===== src/rtl/return_stack_pkg.sv =====
// Shared definitions for the return-address stack.
//   ST_STAGE      : pipeline stage index the push/pop requests come from
//   rs_state_t    : control FSM encoding (RUN=0, HALT=1)
//   DEFAULT_AW    : default return-address width
//   DEFAULT_DEPTH : default number of stack entries
package return_stack_pkg;

  localparam int ST_STAGE      = 5;
  localparam int DEFAULT_AW    = 16;
  localparam int DEFAULT_DEPTH = 8;

  typedef enum logic {
    RUN  = 1'b0,
    HALT = 1'b1
  } rs_state_t;

endpackage


===== src/rtl/return_stack_ram.sv =====
// Entry storage for the return stack: one synchronous write port and one
// combinational read port. No reset; unread entries are never observable
// because the controller only reads below the current occupancy.
//   clk   : write clock
//   we    : write enable
//   waddr : write index
//   wdata : write data
//   raddr : read index
//   rdata : combinational read data
module stack_ram #(
  parameter int DEPTH = return_stack_pkg::DEFAULT_DEPTH,
  parameter int AW    = return_stack_pkg::DEFAULT_AW,
  parameter int IW    = $clog2(DEPTH)
) (
  input  logic          clk,
  input  logic          we,
  input  logic [IW-1:0] waddr,
  input  logic [AW-1:0] wdata,
  input  logic [IW-1:0] raddr,
  output logic [AW-1:0] rdata
);

  logic [AW-1:0] mem [DEPTH];

  always_ff @(posedge clk) begin
    if (we) mem[waddr] <= wdata;
  end

  assign rdata = mem[raddr];

endmodule


===== src/rtl/return_stack.sv =====
// Hardware return-address stack with RUN/HALT control.
// Handshake: a request is a single-cycle level on st_w (push) and/or st_r
// (pop); there is no ready, a request is either executed at the next rising
// edge or turned into an overflow/underflow event that halts the stack.
// A successful pop returns its data one cycle later with a one-cycle
// pop_valid pulse.
//   clk, rst_n          : clock, async active-low reset
//   st_w, st_r          : push / pop requests
//   push_data           : address to push
//   clr_err             : clears sticky errors, returns to RUN, masks requests
//   pop_data, pop_valid : registered pop result and its qualifier
//   full, empty, count  : occupancy
//   overflow, underflow : sticky error flags
//   halted              : FSM is in HALT
//   fsm_state           : raw FSM state for observation
module return_stack
  import return_stack_pkg::*;
#(
  parameter int DEPTH = DEFAULT_DEPTH,
  parameter int AW    = DEFAULT_AW
) (
  input  logic                     clk,
  input  logic                     rst_n,
  input  logic                     st_w,
  input  logic                     st_r,
  input  logic [AW-1:0]            push_data,
  input  logic                     clr_err,
  output logic [AW-1:0]            pop_data,
  output logic                     pop_valid,
  output logic                     full,
  output logic                     empty,
  output logic [$clog2(DEPTH):0]   count,
  output logic                     overflow,
  output logic                     underflow,
  output logic                     halted,
  output rs_state_t                fsm_state
);

  localparam int IW = $clog2(DEPTH);
  localparam int CW = IW + 1;

  rs_state_t     state;
  logic          active;
  logic          do_push, do_pop, do_swap, ovf_ev, udf_ev;
  logic          ram_we;
  logic [IW-1:0] wr_idx, top_idx;
  logic [AW-1:0] top_data;

  assign full      = (count == CW'(DEPTH));
  assign empty     = (count == '0);
  assign halted    = (state == HALT);
  assign fsm_state = state;

  // clr_err masks every request in its cycle, in either state.
  assign active  = (state == RUN) && !clr_err;
  assign do_push = active && st_w && !st_r && !full;
  assign do_pop  = active && st_r && !st_w && !empty;
  assign do_swap = active && st_r && st_w && !empty;
  assign ovf_ev  = active && st_w && !st_r && full;
  // A simultaneous push+pop on an empty stack counts as a plain underflow.
  assign udf_ev  = active && st_r && empty;

  // Index arithmetic is truncated to the RAM width; top_idx is only used
  // when count>0 and wr_idx only when count<DEPTH, so no wrap is observable.
  assign top_idx = IW'(count - CW'(1));
  assign wr_idx  = do_swap ? top_idx : IW'(count);
  assign ram_we  = do_push || do_swap;

  stack_ram #(
    .DEPTH (DEPTH),
    .AW    (AW),
    .IW    (IW)
  ) u_ram (
    .clk   (clk),
    .we    (ram_we),
    .waddr (wr_idx),
    .wdata (push_data),
    .raddr (top_idx),
    .rdata (top_data)
  );

  always_ff @(posedge clk or negedge rst_n) begin
    if (!rst_n) begin
      state     <= RUN;
      count     <= '0;
      pop_data  <= '0;
      pop_valid <= 1'b0;
      overflow  <= 1'b0;
      underflow <= 1'b0;
    end else begin
      pop_valid <= 1'b0;
      if (clr_err) begin
        overflow  <= 1'b0;
        underflow <= 1'b0;
        state     <= RUN;
      end else if (state == RUN) begin
        if (udf_ev) begin
          underflow <= 1'b1;
          state     <= HALT;
        end else if (ovf_ev) begin
          overflow <= 1'b1;
          state    <= HALT;
        end else if (do_pop) begin
          pop_data  <= top_data;
          pop_valid <= 1'b1;
          count     <= count - CW'(1);
        end else if (do_swap) begin
          // Old top leaves on pop_data while the RAM overwrites it in place.
          pop_data  <= top_data;
          pop_valid <= 1'b1;
        end else if (do_push) begin
          count <= count + CW'(1);
        end
      end
    end
  end

endmodule


===== config.mk =====
export PLATFORM = sky130hd
export DESIGN_NAME = return_stack
export DESIGN_NICKNAME = d
export VERILOG_FILES = /design/src/rtl/return_stack_pkg.sv /design/src/rtl/return_stack_ram.sv /design/src/rtl/return_stack.sv
export SDC_FILE = /design/constraint.sdc
export NUM_CORES = 1
export LEC_CHECK = 0
export ABC_AREA = 1
export ABC_CLOCK_PERIOD_IN_PS = 3100
export CORE_UTILIZATION = 29
export CTS_CLUSTER_DIAMETER = 60
export DETAILED_ROUTE_END_ITERATION = 16
export GPL_TIMING_DRIVEN = 1
export HOLD_SLACK_MARGIN = 0.05
export PLACE_DENSITY = 0.55
export RECOVER_POWER = 100
export SYNTH_ARGS = -nofsm -noshare
export SYNTH_HDL_FRONTEND = slang
export SYNTH_HIERARCHICAL = 1
export SYNTH_SLANG_ARGS = --single-unit

===== constraint.sdc =====
create_clock -name clk -period 3.1 [get_ports clk]
set_clock_uncertainty 0.1 [all_clocks]
set_input_delay 0.62 -clock clk [delete_from_list [all_inputs] [get_ports clk]]
set_output_delay 0.62 -clock clk [all_outputs]
set_load 0.03 [all_outputs]

## After elaboration in Yosys (flattened, before gate mapping)

Memories as Yosys holds them, arrays and structs flattened.
Index checks and enable logic that the tools add are counted.

- Mux-type cells: 25
- Bitwise gates (word level): 4
- Eq/ne operators: 4
- Reduce and logical (&&, ||, !) cells: 26
- Add/subtract/negate cells: 2

Operators by type and width:

| kind | count |
|---|---|
| 2-to-1 mux 16 bit | 2 |
| 2-to-1 mux 1 bit | 19 |
| 2-to-1 mux 4 bit | 3 |
| logical AND 1 bit | 11 |
| nonzero test 2 bit | 4 |
| inequality test 2 bit, second input constant | 3 |
| AND reduction 6 bit | 1 |
| zero test 1 bit | 5 |
| AND reduction 5 bit | 1 |
| adder 4 x 1 -> 4 bit, second input constant | 1 |
| == test 4 bit, second input constant | 1 |
| zero test 4 bit | 1 |
| NOT 1 bit | 4 |
| subtractor 4 x 1 -> 4 bit, second input constant | 1 |
| 2-to-1 mux 3 bit | 1 |
| AND reduction 3 bit | 1 |
| AND reduction 2 bit | 1 |
| logical OR 1 bit | 1 |

- Bits in writable memories: 128
- Flip-flop bits (word level): 24
- Memories: 1

Memories:

| memory | words | width | read ports | clocked after Yosys merged registers in | wr ports | RTL line | source |
|---|---|---|---|---|---|---|---|
| u_ram.mem | 8 | 16 | 1 | 0 | 1 | return_stack_ram.sv:23 | `logic [AW-1:0] mem [DEPTH];` |

## Depth between registers and ports, before layout

Gate-level depths: netlist of the first run.

- Word-level depth: 11
- Gate-level depth with buffers: 12
- Mapped depth without buffers: 10

## Cells and area by module

Netlist of the first run, hierarchy kept.

By module, submodules not included:

| module | instances | area an instance (um^2) | cells each |
|---|---|---|---|
| stack_ram | 1 | 5669.2 | 571 |
| return_stack | 1 | 1238.7 | 150 |

## Worst setup path after synthesis of the first run

Ideal clock, no wire load.

- Path kind: register to register
- From: register count[0]
- To: memory u_ram/mem[1][0] in the netlist's numbering, enable pin
- Path slack: 183 ps
- Data arrival time: 2429 ps
- Cell stages (with the launch flop): 9
- Cells stage by stage: dfrtp_1 -> inv_1 -> ha_1 -> nand3_4 -> nand2_8 -> nor2_4 -> xor2_1 -> nand2_1 -> nor2_1

- Elaborated cells on any way between the ends: 11
- Classes of those cells: add/sub: 1; eq/ne: 1; mux: 3; reduce/logical: 6

RTL lines:

| what | RTL line | source |
|---|---|---|
| from (decl) | return_stack.sv:32 | `output logic [$clog2(DEPTH):0] count,` |
| from (signal assigned) | return_stack.sv:106 | `count <= count - CW'(1);` |
| from (signal assigned) | return_stack.sv:112 | `count <= count + CW'(1);` |
| subtractor 4 x 1 -> 4 bit | - |  |
| net top_idx[0] | return_stack.sv:46 | `logic [IW-1:0] wr_idx, top_idx;` |
| 2-to-1 mux 3 bit | return_stack.sv:66 | `assign wr_idx = do_swap ? top_idx : IW'(count);` |
| net wr_idx[0] | return_stack.sv:46 |  |
| to (decl) | return_stack_ram.sv:23 |  |

The timed path passes the listed nets, and every way through them passes these cells.

## Final worst setup path of the first run

- From: register count[0]
- To: memory u_ram/mem[1][9] in the netlist's numbering, enable pin

Same word-level chain as after synthesis.

==> run_results.csv, run 1 <==
group,metric,value,unit
cts,clock_latency,420,ps
cts,cts-resized-gates,0,
finish,fin_cells,1113,
finish,layout_commonest_cell,"nand2_1",
route,drt_first_iter_violations,420,
finish,area_delta_synth_final,19.1,%
floorplanning,coreArea,0.0234,mm²
timing,setup_slack,212,ps
cts,h-tree-depth,4,
placed_design,portBuffers,47,
route,avgRoutedWirePerCell,14.3,µm
power,switching_share,41.5,%
placed_design,place.gp.congestion,0.803,
setup_path,worstPathRequired,3080,ps
min_path,min_path_cells,2,
power,power.share.clock,25.1,%
floorplanning,die_area,0.0244,mm²
placed_design,hpwlAfterDp,10.6,mm
power,power,0.00787,W
min_path,hp-class,"reg -> reg",
setup_path,r2r_cells,9,
grt,grt_antenna_before_repair,0,
synth,synth_nets,744,
timing,rsz0062_at_grt,"no",
timing,timing.final.crit_share,93.2,%
timing,clock.fmax,0.346,GHz
cts,root_buffer,"clkbuf_16",
cts,numCtsBuffers,17,
timing,worst_pin_slew,1290,ps
floorplanning,num_rows,56,
grt,grt-ovfl-total,0,
floorplanning,top_level_ports,48,
synth,ys_types,23,
grt,grt_pass1_vias,4306,
synth,syn_inst,721,
grt,grt_pass1_wl,24.8,mm
finish,drive_gt1_share,7.43,%
route,post_drt_via_cell_ratio,4.18,
power,p_int,0.00460,W
synth,ys.flop_type,"edfxtp_1",
route,drt_first_pass_iters,11,
timing,period_needed,2890,ps
grt,track_usage,13.9,%
synth,synth_area,0.00691,mm²
grt,grt_max_degree,69,
timing,fin_tns_setup,0,ps
finish,fillers,2382,
cts,cts_tree,"done",
setup_path,critPathMaxStageDelay,520,ps
setup_path,cp.arrival,2870,ps
setup_path,cp_max_fo,7,
setup_path,crit_slowest_cell,"dfrtp_1",
floorplanning,die_w,156,µm
placed_design,placedCellCount,1081,
synth,syn_area_per_cell,9.58,µm²
setup_path,path_buf_inv,2,
setup_path,crit_type,"reg -> reg",
setup_path,rr_startpoint,"count[0]$_DFFE_PN0P_",
timing,hold_viol,0,
timing,setup_viol,0,
status,violations,"design-rule violations",
route,via_count,4655,
cts,clk_pin_slew,60,ps
cts,clock_sink_count,152,
timing,drv_slew,0,
synth,ys_seq_area_share,64.3,%
cts,cts_buffer_depth,2,
timing,relSlewSlack,14.1,%
synth,synth_edf_count,128,
power,leakagePower,3.83,nW
setup_path,path_cells,"inv_2, ha_1, nand3_1, nand2_8, nor2_1, xor2_1, nand2_1, nor2_1, clkbuf_1",
cts,post-cts-setup-buffers,0,
synth,async_flop_share,15.8,%
floorplanning,start_util,29.5,%
min_path,min_to,"pop_data[13]$_DFFE_PN0P_",
finish,final_cell_mix,"289 x nand2_1, 140 x inv_1, 128 x edfxtp_1",
power,power_frac_seq,33.1,%
finish,num_antenna_cells,0,
finish,nets,804,
min_path,min_from,"pop_data[13]$_DFFE_PN0P_",
power,power_density,956,mW/mm²
power,p_comb_share,41.8,%
setup_path,crit_path_end_kind,"flip-flop",
cts,cts_hold_buf,0,
power,vdd.ir_drop.worst,0.000438,V
route,drc,1,
route,antenna_left,0,
setup_path,timing.rr.end,"u_ram/mem[1][9]$_DFFE_PP_",
setup_path,path_depth,9,
synth,yosys_warnings,6,
route,wirelength,16.0,mm
power,p_switching,0.00326,W
flow_run,cap_violations,0,
status,status,"complete, but fails checks",
setup_path,r2r_slack,210,ps
placed_design,pre_cts_ws,242,ps
setup_path,start_kind,"flip-flop",
timing,hold_slack,373,ps
setup_path,critPathMostFrequentCell,"nor2_1",
synth,synth_seq_cells,152,
floorplanning,die_y,156,µm
setup_path,crit_family,"simple AND/OR/NAND/NOR gates",
## synthesized netlist by cell type (2+ instances only)
cell,instances,share of area (%)
nand2_2,6,0.54
nor2_4,2,0.33
nand3_1,73,5.3
dfrtp_1,24,8.7
edfxtp_1,128,56
nand4_1,3,0.27
buf_2,12,0.87
inv_2,3,0.16
buf_6,8,1.3
ha_1,2,0.36
nor2_2,2,0.18
o21ai_0,3,0.22
nand2_1,289,16
nor2_1,10,0.54
xor2_1,3,0.38
inv_1,141,7.7
buf_4,6,0.65
## layer usage
metal	track usage [%]	up-vias	wire [µm]
met4	5.28	0	254
met1	19.7	2151	7820
li1	-	2350	-
met2	20.5	134	7040
met3	3.32	20	839
met5	0	-	0
## flip-flops by register name (all words and copies together) (netlist names)
register / count
count: 4
fsm_state: 1
overflow: 1
pop_data: 16
pop_valid: 1
u_ram/mem: 128
underflow: 1
## layout make-up
type,instances,area [µm²],area share (%)
Clock inverter,13,130,1.58
Clock buffer,19,433,5.26
Multi-Input combinational cell,396,1670,20.3
Sequential cell,152,4440,54.0
Tap cell,319,399,4.85
Inverter,146,556,6.75
Timing Repair Buffer,68,597,7.25
## how the worst max path moves through the flow
stage | from | end | slack, ps
after floorplan | count[0]$_DFFE_PN0P_ | u_ram/mem[1][0]$_DFFE_PP_ | 180
after detailed placement | st_r | u_ram/mem[3][2]$_DFFE_PP_ | 240
final | count[0]$_DFFE_PN0P_ | u_ram/mem[1][9]$_DFFE_PP_ | 210
after global placement | st_r | u_ram/mem[3][2]$_DFFE_PP_ | 300
after global routing | count[0]$_DFFE_PN0P_ | u_ram/mem[1][12]$_DFFE_PP_ | 50
after CTS | count[1]$_DFFE_PN0P_ | pop_data[15]$_DFFE_PN0P_ | 340
## logic make-up after synthesis
logic type,synth area share (%)
simple gates,23.5
xor+xnor,0.380
buf+inv,11.2
fa+ha+maj,0.362
flops,64.3
compound gates,0.217
## through the flow
stage          util [%]  area [µm²]
6_report           35.2        8230
5_1_grt            35.2        8230
3_3_place_gp       33.1        7740
3_5_place_dp       33.1        7740
4_1_cts            35.5        8300
2_1_floorplan         -        6910
## power by group through the flow
stage	combinational (W)	sequential [W]	clock, W
2_1_floorplan	0.00220	0.00287	0
3_3_place_gp	0.00338	0.00266	0
3_5_place_dp	0.00338	0.00265	0
4_1_cts	0.00339	0.00261	0.00202
5_1_grt	0.00365	0.00263	0.00210
6_report	0.00329	0.00260	0.00197
## tightest hold or removal path, cell delays in order (launching register included)
cell and delay (ps):
dfrtp_1 340, nand2_1 50, nand2_1 50
Note: power is estimated with default switching activity, not from simulation.
==> run 2: changes to the inputs <==
--- a/config.mk
+++ b/config.mk
@@ -5,7 +5,7 @@
 export SDC_FILE = /design/constraint.sdc
 export NUM_CORES = 1
 export LEC_CHECK = 0
-export ABC_AREA = 1
+export ABC_AREA = 0
 export ABC_CLOCK_PERIOD_IN_PS = 3100
 export CORE_UTILIZATION = 29
 export CTS_CLUSTER_DIAMETER = 60
==> run 2 against run 1 <==
Net effect:
- the run now ends clean
- critical endpoint is now empty
- combinational power is 23% lower
- sequential cell count stayed put
- cell count is 39% lower
- hold slack worse by 7.5 ps
- utilization is 2.4 points higher
- largest cell class unchanged
- sequential power is 2% higher
- via count is 35% lower
- clock power hardly changed
- die area is 11% lower
==> run_results.csv, run 2 <==
group,metric,value,unit
status,status,"finished, final reports clean",
cts,cts_tree,"done",
grt,grt-ovfl-total,0,
floorplanning,die_area,0.0216,mm²
setup_path,worstPathRequired,2380,ps
synth,ys.flop_type,"edfxtp_1",
timing,clock.fmax,0.343,GHz
cts,cts_buffer_depth,2,
route,via_count,3026,
finish,area_delta_synth_final,25.7,%
finish,num_antenna_cells,0,
synth,yosysMostFrequentCell,"edfxtp_1",
floorplanning,coreArea,0.0204,mm²
synth,synth_nets,347,
min_path,hp-class,"reg -> reg",
setup_path,start_kind,"flip-flop",
floorplanning,die_y,147,µm
grt,grt_pass1_vias,3244,
cts,root_buffer,"clkbuf_16",
setup_path,crit_slowest_cell,"clkdlybuf4s50_1",
timing,hold_viol,0,
synth,ys_seq_area_share,72.8,%
placed_design,hpwlAfterDp,7.22,mm
timing,timing.final.crit_share,94.0,%
timing,relSlewSlack,8.74,%
route,drc,0,
floorplanning,top_level_ports,48,
finish,nets,418,
synth,synth_edf_count,128,
timing,worst_pin_slew,1370,ps
finish,layout_commonest_cell,"edfxtp_1",
timing,drv_slew,0,
synth,ys_top_cells_by_area,"edfxtp_1 63%, mux4_1 12%, dfrtp_1 9.8%",
flow_run,cap_violations,0,
placed_design,portBuffers,47,
setup_path,critPathMaxStageDelay,700,ps
power,leakagePower,2.76,nW
cts,clock_latency,410,ps
timing,hold_slack,365,ps
synth,ys_types,35,
synth,syn_inst,324,
cts,cts-resized-gates,0,
cts,clk_pin_slew,60,ps
floorplanning,start_util,29.9,%
setup_path,cp_max_fo,6,
floorplanning,num_rows,52,
finish,largest_reg_flops,128,
finish,reg.largest.list,"u_ram/mem: 128 flops, pop_data: 16 flops, count: 4 flops",
synth,synth_area_leader_cell,"edfxtp_1",
timing,fin_tns_setup,0,ps
route,post_drt_via_cell_ratio,4.46,
cts,numCtsBuffers,17,
setup_path,cp.arrival,2190,ps
cts,post-cts-setup-buffers,0,
floorplanning,die_w,147,µm
finish,final_cell_mix,"128 x edfxtp_1, 52 x nand2_1, 43 x dlygate4sd3_1",
power,vdd.ir_drop.worst,0.000435,V
placed_design,place.gp.congestion,0.779,
synth,async_flop_share,15.8,%
power,power_density,935,mW/mm²
timing,setup_viol,0,
synth,syn_area_per_cell,18.8,µm²
grt,grt_pass1_wl,18.3,mm
grt,grt_max_degree,34,
setup_path,r2r_slack,250,ps
synth,yosys_warnings,6,
cts,h-tree-depth,4,
timing,period_needed,2910,ps
route,drt_first_pass_iters,4,
route,drt_first_iter_violations,164,
finish,drive_gt1_share,19.4,%
route,wirelength,11.6,mm
grt,grt_antenna_before_repair,0,
setup_path,crit_type,"reg -> out",
synth,synth_seq_cells,152,
route,avgRoutedWirePerCell,17.2,µm
synth,synth.top_cell.area_share,63.0,%
finish,largest_register,"u_ram/mem",
grt,track_usage,11.7,%
synth,synth_area,0.00610,mm²
synth,ys_top_cells_by_count,"128 x edfxtp_1, 53 x nand2_1, 28 x mux4_1",
finish,fillers,1918,
setup_path,crit_path_end_kind,"output port",
cts,cts_hold_buf,0,
timing,rsz0062_at_grt,"no",
setup_path,path_cells,"inv_1, ha_2, nor3b_4, clkdlybuf4s50_1",
route,antenna_left,0,
cts,clock_sink_count,152,
==> run 2: cell count changes in the layout (fill, tap and decap cells not counted), moves of 6 or more <==
| cell | delta |
|---|---|
| buf_4 | +6 |
| clkbuf_2 | -9 |
| inv_1 | -133 |
| mux2_2 | +12 |
| mux4_1 | +28 |
| nand2_1 | -237 |
| nand3_1 | -71 |
==> run 2: final timing paths <==
path,startpoint,endpoint,cells after the start
max reg2reg,count[0]$_DFFE_PN0P_,u_ram/mem[0][14]$_DFFE_PP_,10
min reg2reg,pop_data[15]$_DFFE_PN0P_,pop_data[15]$_DFFE_PN0P_,2
min,pop_data[15]$_DFFE_PN0P_,pop_data[15]$_DFFE_PN0P_,2
max in group asynchronous,rst_n,count[0]$_DFFE_PN0P_,2
max,count[0]$_DFFE_PN0P_,empty,4
min in group asynchronous,rst_n,pop_data[10]$_DFFE_PN0P_,2
==> run 2: kinds of logic (layout without fill, tap and decap cells) <==
group	count (synthesis)	after routing	share of synthesized area [%]
compound gates	10	10	1.17
xor+xnor	6	6	0.861
fa+ha+maj	2	2	0.410
buf+inv	24	108	2.32
flops	152	152	72.8
mux	49	49	16.6
simple gates	81	81	5.80
==> run 2: final cells by class <==
| cell class | instances | area (µm²) | area share, % |
|---|---|---|---|
| clock buffers | 18 | 429 | 5.59 |
| well taps | 270 | 338 | 4.40 |
| inverters | 7 | 26.3 | 0.343 |
| flip-flops and latches | 152 | 4450 | 58.0 |
| multi-input cells | 148 | 1580 | 20.6 |
| clock inverters | 14 | 149 | 1.94 |
| repair buffers | 69 | 699 | 9.12 |
==> run 2: metrics by stage <==
stage               util, %  setup WS [ps]  cell area, µm²  cells  total power (W)
global route           37.5           66.7            7670    678          0.00754
detailed placement     35.1           6.32            7180    646          0.00539
CTS                    38.0            172            7750    678          0.00742
global placement       35.1           31.3            7180    646          0.00537
finish                 37.5            187            7670    678          0.00717
floorplan                 -           7.51            6210    324          0.00454
==> run 2: power breakdown <==
group          internal [W]  total, W  switching (W)  leakage [nW]
clock network       0.00119   0.00200       0.000807         0.275
logic               0.00117   0.00254        0.00137          1.03
registers           0.00250   0.00264       0.000130          1.45
total               0.00486   0.00717        0.00231          2.76
==> run 2: critical path: cells and delay by family (launching register included) <==
family,cells,cell delay [ps]
adder cells (fa/ha/maj),1,270
AND/OR/NAND/NOR,1,250
buffers and inverters,2,800
flip-flops,1,460
==> run 2: layer usage <==
| layer | up-vias | part of all wire (%) | global-route usage, % |
|---|---|---|---|
| met4 | 0 | 1.2 | 4.64 |
| met1 | 1526 | 47 | 15.2 |
| met5 | - | 0 | 0 |
| li1 | 1423 | - | - |
| met2 | 66 | 48 | 18.5 |
| met3 | 11 | 4.0 | 3.20 |
